`src/rtl/goe_trig_ctrl.sv`:
```
// goe_trig_ctrl: synchronises the GEN_GOE summary and raw trigger vector, qualifies goe edges by mode,
// and offers each event to the packet builder with MAROC hold and holdoff. Option macro: GOE_DROP_CNT_EN.
module goe_trig_ctrl #(
    parameter int NPIX      = 256,
    parameter int HOLDOFF_W = 16,
    parameter int EVCNT_W   = 32
) (
    input  logic                 clk,
    input  logic                 rst_n,
    input  logic [1:0]           goe,
    input  logic [NPIX-1:0]      trigger,
    input  logic [1:0]           mode,
    input  logic [HOLDOFF_W-1:0] holdoff,
    output logic                 hold_out,
    output logic                 ev_valid,
    input  logic                 ev_ready,
    output logic [NPIX-1:0]      ev_pattern,
    output logic [1:0]           ev_type,
    output logic [EVCNT_W-1:0]   ev_count,
    output logic                 busy
`ifdef GOE_DROP_CNT_EN
    ,
    output logic [15:0]          drop_count
`endif
);

    typedef enum logic [1:0] {
        IDLE     = 2'd0,
        WAIT_ACK = 2'd1,
        HOLDOFF  = 2'd2
    } state_t;

    localparam logic [HOLDOFF_W-1:0] HOLD_ONE = {{(HOLDOFF_W-1){1'b0}}, 1'b1};
    localparam logic [EVCNT_W-1:0]   EV_ONE   = {{(EVCNT_W-1){1'b0}}, 1'b1};

    logic [1:0]           goeMeta_q, goeSync_q;
    logic [NPIX-1:0]      trigMeta_q, trigSync_q;
    logic [1:0]           syncFill_q;
    logic                 armed_q, armed_d;
    logic                 trigDly_q;
    logic                 trigSel, trigRise, fire, accept;

    state_t               state_q, state_d;
    logic [HOLDOFF_W-1:0] holdCnt_q, holdCnt_d;
    logic                 holdOut_q, holdOut_d;
    logic                 evValid_q, evValid_d;
    logic [NPIX-1:0]      evPattern_q, evPattern_d;
    logic [1:0]           evType_q, evType_d;
    logic [EVCNT_W-1:0]   evCount_q, evCount_d;

    // Two-flop synchronisers; syncFill_q marks when goeSync_q holds a real post-reset sample.
    always_ff @(posedge clk or negedge rst_n) begin
        if (!rst_n) begin
            goeMeta_q  <= '0;
            goeSync_q  <= '0;
            trigMeta_q <= '0;
            trigSync_q <= '0;
            syncFill_q <= '0;
            armed_q    <= 1'b0;
            trigDly_q  <= 1'b0;
        end else begin
            goeMeta_q  <= goe;
            goeSync_q  <= goeMeta_q;
            trigMeta_q <= trigger;
            trigSync_q <= trigMeta_q;
            syncFill_q <= {syncFill_q[0], 1'b1};
            armed_q    <= armed_d;
            trigDly_q  <= trigSel;
        end
    end

    // A goe level already high at reset release is not an edge: firing waits until trigSel is seen low.
    always_comb begin
        trigSel = 1'b0;
        case (mode)
            2'b01:   trigSel = goeSync_q[0];
            2'b10:   trigSel = goeSync_q[1];
            2'b11:   trigSel = goeSync_q[0] | goeSync_q[1];
            default: trigSel = 1'b0;
        endcase
        armed_d  = armed_q | (syncFill_q[1] & ~trigSel);
        trigRise = trigSel & ~trigDly_q;
        fire     = (state_q == IDLE) & armed_q & trigRise;
        accept   = evValid_q & ev_ready;
    end

    always_ff @(posedge clk or negedge rst_n) begin
        if (!rst_n) begin
            state_q     <= IDLE;
            holdCnt_q   <= '0;
            holdOut_q   <= 1'b0;
            evValid_q   <= 1'b0;
            evPattern_q <= '0;
            evType_q    <= '0;
            evCount_q   <= '0;
        end else begin
            state_q     <= state_d;
            holdCnt_q   <= holdCnt_d;
            holdOut_q   <= holdOut_d;
            evValid_q   <= evValid_d;
            evPattern_q <= evPattern_d;
            evType_q    <= evType_d;
            evCount_q   <= evCount_d;
        end
    end

    always_comb begin
        state_d     = state_q;
        holdCnt_d   = holdCnt_q;
        holdOut_d   = holdOut_q;
        evValid_d   = evValid_q;
        evPattern_d = evPattern_q;
        evType_d    = evType_q;
        evCount_d   = evCount_q;
        case (state_q)
            IDLE: begin
                if (fire) begin
                    evPattern_d = trigSync_q;
                    evType_d    = goeSync_q;
                    evValid_d   = 1'b1;
                    holdOut_d   = 1'b1;
                    state_d     = WAIT_ACK;
                end
            end
            WAIT_ACK: begin
                if (accept) begin
                    evValid_d = 1'b0;
                    evCount_d = evCount_q + EV_ONE;
                    if (holdoff == '0) begin
                        holdOut_d = 1'b0;
                        state_d   = IDLE;
                    end else begin
                        holdCnt_d = holdoff - HOLD_ONE;
                        state_d   = HOLDOFF;
                    end
                end
            end
            HOLDOFF: begin
                if (holdCnt_q == '0) begin
                    holdOut_d = 1'b0;
                    state_d   = IDLE;
                end else begin
                    holdCnt_d = holdCnt_q - HOLD_ONE;
                end
            end
            default: begin
                evValid_d = 1'b0;
                holdOut_d = 1'b0;
                state_d   = IDLE;
            end
        endcase
    end

`ifdef GOE_DROP_CNT_EN
    logic [15:0] dropCnt_q;

    // Counts qualifying edges that arrive while an event is still in progress; saturating.
    always_ff @(posedge clk or negedge rst_n) begin
        if (!rst_n) begin
            dropCnt_q <= '0;
        end else if ((state_q != IDLE) && trigRise && (dropCnt_q != 16'hFFFF)) begin
            dropCnt_q <= dropCnt_q + 16'd1;
        end
    end

    assign drop_count = dropCnt_q;
`endif

    assign hold_out   = holdOut_q;
    assign ev_valid   = evValid_q;
    assign ev_pattern = evPattern_q;
    assign ev_type    = evType_q;
    assign ev_count   = evCount_q;
    assign busy       = (state_q != IDLE);

endmodule

```
`config.mk`:
```
export PLATFORM = sky130hd
export DESIGN_NAME = goe_trig_ctrl
export DESIGN_NICKNAME = d
export VERILOG_FILES = /design/src/rtl/goe_trig_ctrl.sv
export SDC_FILE = /design/constraint.sdc
export NUM_CORES = 1
export LEC_CHECK = 0
export BUFFER_PORTS_ARGS = -buffer_cell sky130_fd_sc_hd__clkbuf_2
export CORE_ASPECT_RATIO = 0.7
export CORE_MARGIN = 2
export CORE_UTILIZATION = 30
export CTS_CLUSTER_SIZE = 20
export DETAILED_ROUTE_END_ITERATION = 10
export GPL_TIMING_DRIVEN = 0
export PLACE_DENSITY = 0.45
export SYNTH_ARGS = -nofsm -noshare
export SYNTH_HDL_FRONTEND = slang
export SYNTH_SLANG_ARGS = --single-unit
export TNS_END_PERCENT = 20
```
`constraint.sdc`:
```
create_clock -name clk -period 3.6 [get_ports clk]
set_input_delay 0.36 -clock clk [delete_from_list [all_inputs] [get_ports clk]]
set_output_delay 0.36 -clock clk [all_outputs]
set_load 0.01 [all_outputs]
```
==> summary.md <==
| Metric | Value |
|---|---|
| Status | completed |
| # rows | 89 |
| CP max FO | 10 |
| Syn_area_per_cell | 17.9 um^2 |
| Post-Syn Area | around 26,000 um^2 |
| Total negative setup slack | 0 ps |
| Yosys Warn Count | 0 |
| Syn nets | roughly 1,700 |
| Number of flops mapped to enable cells by yosys | 0 |
| Tightest Hold Check Type | in -> reg |
| Synth async-reset ratio | 1.00 |
| Rel. slew slack | 0.332 |
| Die Y-Extent | ~250 um |
| Antenna violations before repair | 6 |
| Yosys cell types | 66 |
| Drt first pass iters | 5 |
| Wire per inst | 17.4 um |
| CP Capture Type | flip-flop |
| Post-CTS Setup Bufs | 0 |
| CTS tree | done |
| Primary FF master, synth | dfrtp_1 |
| Fin Hold WS | 88.0 ps |
| Design area | roughly 36,000 um^2 |
| First-pass GRT wire length | just under 100 mm |
| Worst IR Drop VDD | slightly above 0.5 mV |
| H-tree Lvls | 3 |
| Final Max Tran Viols | 0 |
| Root Buffer | clkbuf_16 |
| Cts bufs inserted | just over 80 |
| GP Congestion | approximately 0.84 |
| Leakage Power | 16.7 nW |
| R2R setup slack | approximately 490 ps |
| Total Power | approximately 28 mW |
| Seq/Total Area, Yosys | 0.806 |
| Core Box Area | 84,700 um^2 |
| CP Launch Type | flip-flop |
| Post-Place Setup Slack | 237 ps |
| Longest Clk Path Bufs | 3 |
| Max-cap viol count | 0 |
| Total global-route track usage | 0.143 |
| Crit Path Class | reg -> reg |
| RSZ-0062 raised after global routing | false |
| Mapped Cells | between 1,000 and 1,500 |
| PD cells | between 700 and 800 nW/um^2 |
| Final ANT Viol Nets | 0 |
| Setup Skew | around 23 ps |
| I/O pins | 572 |
| Final WL | around 62 mm |
| Total gr overflow | 0 |
| Clk sink count | a little over 800 |
| Number of nets in the layout | 2,643 |
| Clk pin slew, worst setup/hold paths | approximately 60 ps |
| DP Area | a little over 30,000 um^2 |
| Register-to-Register Path Depth | 6 |
| Hold Path Cell Cnt | 4 |
| Initial DRC count | 765 |
| Setup violations, final | 0 |
| Die width | ~350 um |
| Largest net degree at the start of global routing | between 100 and 150 |
| Worst path arrival time | 3610 ps |
| Worst EP required | 4100 ps |
| Via density | approximately 4.2 |
| Number of remaining DRC errors | 0 |
| Max Freq | roughly 320 MHz |
| Worst-Margin Slew | ~1000 ps |
| Number of global-route vias before repair | 16,464 |
| Crit path time final | approximately 3100 ps |
| DP Wirelength | 44.2 mm |
| Area grow syn2layout | 38.9% |
| Share of cells above drive strength 1 | 0.411 |
| Port bufs | 570 |
| Vias | 15,021 |
| Final Hold Viols | 0 |
| Starting density of the core | 0.304 |
| FF+latch count, synth | between 800 and 900 |
| Die ar. | around 88,000 um^2 |
| Period utilisation layout | 0.864 |
| Final worst setup slack | just under 500 ps |
| Skew-Pair Late Insertion Delay | between 600 and 700 ps |
state kept, by name, indices dropped and copies added (netlist names), 2 cells and up:
| name | cells |
|---|---|
| syncFill_q | 2 |
| goeMeta_q | 2 |
| state_q | 2 |
| trigMeta_q | 256 |
| ev_type | 2 |
| goeSync_q | 2 |
| ev_pattern | 256 |
| ev_count | 32 |
| holdCnt_q | 16 |
| trigSync_q | 256 |
cell type report:
class / count / area, um^2
well taps: 1137 / 1420
plain buffers: 50 / 221
flip-flops and latches: 830 / 20800
inverters: 15 / 56.3
clock buffers: 109 / 2270
repair buffers: 839 / 5690
multi-input cells: 543 / 4730
clock inverters: 40 / 627
fillers: 7818 / 48900
diodes: 2 / 5.00
worst paths after layout:
path                            startpoint               to
min in group asynchronous            rst_n  trigMeta_q[134]
max                             state_q[1]  ev_pattern[164]
max in group asynchronous            rst_n  ev_pattern[204]
min                               ev_ready         ev_valid
min reg2reg                trigMeta_q[114]  trigSync_q[114]
max reg2reg                     state_q[1]  ev_pattern[164]
cells in the final DEF, fill, tap and decap left out, types with 4 or more instances in the layout:
cell type,Yosys,routed
dfrtp_1,830,830
clkbuf_2,0,569
mux2_2,261,261
dlygate4sd3_1,0,261
clkbuf_16,0,83
clkbuf_1,27,43
nand2_1,40,40
nor2_1,28,28
xnor2_1,22,22
nand3_1,20,20
buf_2,18,18
inv_1,15,15
clkinv_2,0,15
nor3_1,14,14
bufinv_16,0,13
o21ai_0,12,12
a21oi_1,11,11
clkbuf_8,0,11
and3_1,10,10
nand4_1,10,10
xor2_1,9,9
or3_1,8,8
buf_16,0,8
o211ai_1,7,7
nor4_1,7,7
and4_1,4,4
mux2i_1,4,4
o31ai_1,4,4
o22ai_1,4,4
critical path, stage by stage (launching register included):
cell	delay, ps
dfrtp_1	440
nor2_1	160
nand4b_1	110
clkbuf_1	630
clkbuf_1	650
clkbuf_1	550
mux2_2	410
metal layers:
layer | vias up | track usage | wire (um)
met4 | 4 | 0.0436 | 1470
li1 | 6778 | - | -
met5 | - | 0 | 27
met3 | 99 | 0.0439 | 4120
met2 | 398 | 0.232 | 30300
met1 | 7742 | 0.184 | 26200
where the power goes:
group	internal [mW]	switching, mW
registers	11.2	0.955
clock network	5.43	3.66
logic	2.96	3.34
total	19.6	7.95
kinds of logic (layout without fill, tap and decap cells):
logic type               count (synthesis)  in the layout  share of synthesized area
flip-flops                             830            830                      0.806
XOR/XNOR                                31             31                     0.0105
adder cells (fa/ha/maj)                  2              2                   0.000970
buffers and inverters                   65           1053                     0.0108
multiplexers                           265            265                      0.116
AND/OR/NAND/NOR                        160            160                     0.0324
AO/OA/AOI/OAI                           84             84                     0.0241
other                                    1              3                   0.000145
cell usage after synthesis, types with 2 or more instances:
cell / instances / area (um^2)
o21ai_0: 12 / 60.1
nand4b_1: 2 / 17.5
xor2_1: 9 / 78.8
nand2_1: 40 / 150
inv_1: 15 / 56.3
nor4_1: 7 / 43.8
mux2i_1: 4 / 40.0
nor3b_1: 2 / 15.0
a22o_1: 2 / 17.5
a21boi_0: 2 / 15.0
and2_1: 3 / 18.8
clkbuf_1: 27 / 101
nand3_1: 20 / 100
a21oi_1: 11 / 55.1
mux2_2: 261 / 2940
o32ai_1: 3 / 26.3
a211oi_1: 3 / 22.5
and4_1: 4 / 35.0
o31ai_1: 4 / 30.0
xnor2_1: 22 / 193
o31a_1: 2 / 17.5
dfrtp_1: 830 / 20800
o22ai_1: 4 / 25.0
o211ai_1: 7 / 52.6
or4_1: 3 / 22.5
nor2_1: 28 / 105
o2111ai_1: 3 / 26.3
ha_1: 2 / 25.0
nand2b_1: 2 / 12.5
and3_1: 10 / 62.6
a311oi_1: 2 / 17.5
or3_1: 8 / 50.1
nor3_1: 14 / 70.1
a22oi_1: 2 / 15.0
a221o_1: 3 / 30.0
nand4_1: 10 / 62.6
o221ai_1: 3 / 26.3
buf_2: 18 / 90.1
buf_1: 3 / 11.3
a211o_1: 3 / 26.3
a21o_1: 3 / 22.5
stage by stage:
| stage | instances | utilization |
|---|---|---|
| floorplan | 1438 | - |
| global placement | 3145 | 0.355 |
| detailed placement | 3153 | 0.357 |
| CTS | 3563 | 0.422 |
| global route | 3565 | 0.423 |
| finish | 3565 | 0.423 |
timing repair:
action,4_1_cts,5_1_grt
endpoints found under the hold margin,488,0
hold buffers,261,0
gates resized for setup,0,0
No activity file was read; power rests on OpenSTA's default activity.
